`config.mk`:
```
export PLATFORM = sky130hd
export DESIGN_NAME = imem_fetch_arbiter
export DESIGN_NICKNAME = d
export VERILOG_FILES = /design/src/rtl/imem_fetch_arbiter.sv
export SDC_FILE = /design/constraint.sdc
export NUM_CORES = 1
export LEC_CHECK = 0
export ABC_AREA = 1
export ABC_CLOCK_PERIOD_IN_PS = 2600
export CAP_MARGIN = 20
export CORE_ASPECT_RATIO = 1.5
export CORE_MARGIN = 3
export CORE_UTILIZATION = 37
export DETAILED_ROUTE_END_ITERATION = 16
export GPL_ROUTABILITY_DRIVEN = 0
export PLACE_DENSITY = 0.74
export SLEW_MARGIN = 20
export SYNTH_ARGS = -nofsm -noshare
export SYNTH_HDL_FRONTEND = slang
export SYNTH_SLANG_ARGS = --single-unit
```
`constraint.sdc`:
```
create_clock -name i_clk -period 2.6 [get_ports i_clk]
set_input_delay 0.65 -clock i_clk [delete_from_list [all_inputs] [get_ports i_clk]]
set_output_delay 0.65 -clock i_clk [all_outputs]
set_load 0.02 [all_outputs]
```
`src/rtl/imem_fetch_arbiter.sv`:
```
// Round-robin arbiter sharing a one-cycle-latency instruction memory between N_MASTERS ibus ports.
// Optional out-of-range fetch trapping is built in when IMEM_ARB_BOUNDS_EN is defined.
module imem_fetch_arbiter #(
  parameter int unsigned N_MASTERS = 4,
  parameter int unsigned DEPTH     = 256
) (
  input  logic                     i_clk,
  input  logic                     i_reset,
  input  logic [N_MASTERS-1:0]     i_ibus_cyc,
  input  logic [32*N_MASTERS-1:0]  i_ibus_adr,
  output logic [31:0]              o_ibus_rdt,
  output logic [N_MASTERS-1:0]     o_ibus_ack,
  output logic [31:0]              o_mem_addr,
  input  logic [31:0]              i_mem_data,
  output logic                     o_busy
`ifdef IMEM_ARB_BOUNDS_EN
  ,
  output logic                     o_bounds_err
`endif
);

  localparam int unsigned PW  = (N_MASTERS > 1) ? $clog2(N_MASTERS) : 1;
  localparam logic [31:0] NOP = 32'h0000_0013;

  typedef enum logic [1:0] {
    S_IDLE,
    S_ADDR,
    S_DATA,
    S_ACK
  } state_e;

  state_e               state_q;
  logic [PW-1:0]        ptr_q;
  logic [PW-1:0]        grant_q;
  logic [N_MASTERS-1:0] mask_q;

  logic [N_MASTERS-1:0] req;
  logic                 win_valid;
  logic [PW-1:0]        win_idx;
  logic [PW-1:0]        cand;
  logic [31:0]          win_adr;
  logic [31:0]          win_word;
  logic                 unused_adr_lsbs;

  // First requester at or after the pointer, wrapping; the just-acked core is masked.
  always_comb begin
    req       = i_ibus_cyc & ~mask_q;
    win_valid = 1'b0;
    win_idx   = '0;
    cand      = '0;
    for (int unsigned i = 0; i < N_MASTERS; i++) begin
      cand = PW'((32'(ptr_q) + i) % N_MASTERS);
      if (!win_valid && req[cand]) begin
        win_valid = 1'b1;
        win_idx   = cand;
      end
    end
  end

  assign win_adr         = i_ibus_adr[{win_idx, 5'b00000} +: 32];
  assign win_word        = {2'b00, win_adr[31:2]};
  assign unused_adr_lsbs = ^win_adr[1:0];

`ifdef IMEM_ARB_BOUNDS_EN
  logic oob_q;
  logic bounds_err_q;
  logic win_oob;

  assign win_oob      = (win_word >= DEPTH);
  assign o_bounds_err = bounds_err_q;
`endif

  always_ff @(posedge i_clk or posedge i_reset) begin
    if (i_reset) begin
      state_q      <= S_IDLE;
      ptr_q        <= '0;
      grant_q      <= '0;
      mask_q       <= '0;
      o_mem_addr   <= '0;
      o_ibus_rdt   <= '0;
      o_ibus_ack   <= '0;
      o_busy       <= 1'b0;
`ifdef IMEM_ARB_BOUNDS_EN
      oob_q        <= 1'b0;
      bounds_err_q <= 1'b0;
`endif
    end else begin
      case (state_q)
        S_IDLE: begin
          mask_q <= '0;
          if (win_valid) begin
            grant_q <= win_idx;
            ptr_q   <= (win_idx == PW'(N_MASTERS - 1)) ? '0 : win_idx + 1'b1;
`ifdef IMEM_ARB_BOUNDS_EN
            o_mem_addr <= win_oob ? '0 : win_word;
            oob_q      <= win_oob;
`else
            o_mem_addr <= win_word;
`endif
            o_busy  <= 1'b1;
            state_q <= S_ADDR;
          end
        end
        S_ADDR: begin
          state_q <= S_DATA;
        end
        S_DATA: begin
`ifdef IMEM_ARB_BOUNDS_EN
          o_ibus_rdt   <= oob_q ? NOP : i_mem_data;
          bounds_err_q <= oob_q;
`else
          o_ibus_rdt <= i_mem_data;
`endif
          // An aborted fetch still completes the read but earns no ack and no mask.
          if (i_ibus_cyc[grant_q]) begin
            o_ibus_ack[grant_q] <= 1'b1;
            mask_q <= {{(N_MASTERS-1){1'b0}}, 1'b1} << grant_q;
          end
          state_q <= S_ACK;
        end
        S_ACK: begin
          o_ibus_ack <= '0;
`ifdef IMEM_ARB_BOUNDS_EN
          bounds_err_q <= 1'b0;
`endif
          o_busy  <= 1'b0;
          state_q <= S_IDLE;
        end
        default: begin
          state_q <= S_IDLE;
        end
      endcase
    end
  end

endmodule

```
==> impl_metrics.json, run 1 <==
{
  "drc": 0,
  "route.met3.wl_um": 874,
  "hold_class": "reg -> reg",
  "synth_top_family_by_area": "simple AND/OR/NAND/NOR gates",
  "clock_latency_ps": 340,
  "antenna_found_initial": 0,
  "viasPerCell": 4.90,
  "multi_input_area_sq_um": 2130,
  "wire_per_inst_um": 15.0,
  "crit_start": "i_ibus_cyc[0]",
  "cp.required_ps": 2830,
  "syn2layout_area_growth_pct": 59.7,
  "yosys_warnings": 0,
  "cts_setup_buffers": 0,
  "regArea_sq_um": 1930,
  "critPathKind": "in -> reg",
  "met1Wirelength_mm": 5.22,
  "synth_adder_area_share_pct": 0.801,
  "max_cap_violations": 0,
  "netlist_instances": 629,
  "relSlewSlack_pct": 56.5,
  "final_layout_size_suffix_gt1_share_pct": 10.2,
  "tritoncts": "built",
  "min-delay-start": "o_mem_addr[2]",
  "rr_startpoint": "ptr_q[0]",
  "period_needed_ps": 2320,
  "grt_pass1_wl_mm": 24.3,
  "synthXorXnorAreaFrac_pct": 0,
  "hold_slack_ps": 479,
  "p_per_area_nw_per_um2": 1400,
  "clk_pin_slew_ps": 70,
  "first_pass_iters": 5,
  "hold_violations": 0,
  "fin_crit_sh_pct": 89.3,
  "num_rows": 49,
  "syn-cell-area_sq_um": 4680,
  "cts_max_path_buffers": 2,
  "status": "finished clean",
  "worstSetupEndpointType": "flip-flop",
  "rsz0062_at_grt": "no",
  "ir_drop_uv": 716,
  "yosys_most_used_dff": "dfrtp_1",
  "synth_compound_area_share_pct": 5.77,
  "wl_met2_mm": 8.57,
  "cts_sinks": 77,
  "arrival_ps": 2550,
  "grt_max_degree": 46,
  "n_fill_cell": 1044,
  "worst_slew_pin_slew_ps": 652,
  "p_leak_nw": 3.64,
  "fin_nets": 1018,
  "grt_pass1_vias": 5151,
  "synth_edf_count": 0,
  "async_flop_share_pct": 100,
  "r2r_slack_ps": 540,
  "layout_setup_ws_ps": 279,
  "cts_buffers": 9,
  "drtIter0Drc": 181,
  "track_usage_pct": 21.3,
  "die-area_sq_um": 14100,
  "yosys.area_share.simple_pct": 31.1,
  "slew_violations": 0,
  "portBuffers": 224,
  "ys_types": 29,
  "maxUsedRoutingLayer": "met4",
  "setup_violations": 0,
  "vias": 4937,
  "core-area_sq_um": 12200,
  "n_antenna_cell": 0,
  "io_pins": 235,
  "syn_area_per_cell_sq_um": 7.45,
  "die_y_um": 144,
  "totalWireLength_mm": 15.1,
  "synthMuxAreaShare_pct": 7.69,
  "ys_ff_latch": 77,
  "ys_seq_area_share_pct": 41.1,
  "pre_cts_ws_ps": -61.4,
  "tns_ps": 0,
  "gr-total-overflow": 0,
  "htree_num_levels": 3,
  "fmax_mhz": 431,
  "antenna_left": 0,
  "hold_buffers": 0,
  "startpoint_type": "input port",
  "initial_core_util_pct": 38.4,
  "clockRootBuffer": "clkbuf_16",
  "dp_hpwl_mm": 11.9,
  "cts-resized-gates": 0,
  "die-width_um": 97.9,
  "clock_skew_ps": 11.8,
  "worst-path-max-fanout": 25
}
==> cell usage in the layout, fill, tap and decap left out, drive strengths merged <==
cell / instances
clkbuf: 9
clkinvlp: 3
a21oi: 3
nand4: 37
o32ai: 3
o211ai: 4
ha: 3
o22ai: 1
nand2: 208
conb: 2
clkdlybuf4s50: 224
o21a: 1
nor2: 8
o21ai: 37
mux2: 32
inv: 118
buf: 19
dfrtp: 77
nand3: 65
==> routing by layer <==
layer	vias up	GRT usage, %
li1	2433	-
met1	2277	21.3
met3	32	5.15
met5	-	0
met2	195	41.5
met4	0	8.53
==> where the power goes <==
group | internal (W) | switching (W)
Clock | 0.000670 | 0.000557
Sequential | 0.00182 | 0.000368
Combinational | 0.00306 | 0.00400
==> synth_stat cells (3+ instances only) <==
cell	n	area [sq um]
o211ai_1	4	30.0
buf_4	7	52.6
nand2_2	4	25.0
mux2_2	32	360
clkbuf_1	9	33.8
nand2_1	202	758
nand3_2	6	60.1
buf_2	15	75.1
o21ai_0	11	55.1
ha_1	3	37.5
a21oi_1	3	15.0
nor2_1	6	22.5
dfrtp_1	77	1930
o21ai_1	26	130
o32ai_1	3	26.3
nand4_1	36	225
nand3_1	58	290
inv_1	111	417
==> sequential cells by signal (all words and copies together) (netlist names) <==
signal / flops
o_ibus_ack: 4
o_busy: 1
mask_q: 4
o_mem_addr: 30
ptr_q: 2
state_q: 2
grant_q: 2
o_ibus_rdt: 32
==> worst paths after layout <==
check                                 end  depth (start not counted)
min in group asynchronous   o_ibus_rdt[8]                          3
hold reg to reg             o_mem_addr[2]                          2
setup / recovery           o_mem_addr[15]                         11
max in group asynchronous   o_mem_addr[2]                          3
setup reg to reg           o_mem_addr[15]                         10
hold / removal              o_mem_addr[2]                          2
==> critical path, stage by stage <==
cell             delay (ps)
clkdlybuf4s50_1         550
nand3_1                 180
nand3_1                 130
nand2_1                 110
nand4_4                 160
buf_4                   300
nand4_1                 170
nand3_1                 130
nand2_1                  50
nand2_1                  50
nand2_1                  50
==> cell families (layout without fill, tap and decap cells) <==
kind of cell | after synthesis | count (layout)
fa+ha+maj | 3 | 3
other cells | 1 | 2
mux | 32 | 32
simple gates | 318 | 318
flops | 77 | 77
buf+inv | 149 | 373
compound gates | 49 | 49
==> through the flow <==
stage | instance area, sq um | std cells | utilization [%] | total power (W)
after detailed placement | 7190 | 991 | 58.9 | 0.00928
after global routing | 7480 | 1007 | 61.3 | 0.0114
after CTS | 7480 | 1007 | 61.3 | 0.0106
after global placement | 7190 | 991 | 58.9 | 0.00907
after floorplan | 4690 | 630 | - | 0.00669
final | 7480 | 1007 | 61.3 | 0.0105
==> area by class of cell <==
class | count | area share (%)
repair buffers | 243 | 33.4
multi-input cells | 404 | 28.5
flip-flops and latches | 77 | 25.8
inverters | 114 | 5.91
clock buffers | 9 | 3.01
well taps | 153 | 2.56
clock inverters | 7 | 0.853
Note: power is estimated with default switching activity, not from simulation.
==> inputs of run 2 (changes only) <==
--- a/config.mk
+++ b/config.mk
@@ -7,7 +7,7 @@
 export LEC_CHECK = 0
 export ABC_AREA = 1
 export ABC_CLOCK_PERIOD_IN_PS = 2600
-export CAP_MARGIN = 20
+export CAP_MARGIN = 40
 export CORE_ASPECT_RATIO = 1.5
 export CORE_MARGIN = 3
 export CORE_UTILIZATION = 37
==> results of run 2 <==
The final DEF is identical to that of run 1; final timing and power are the same.
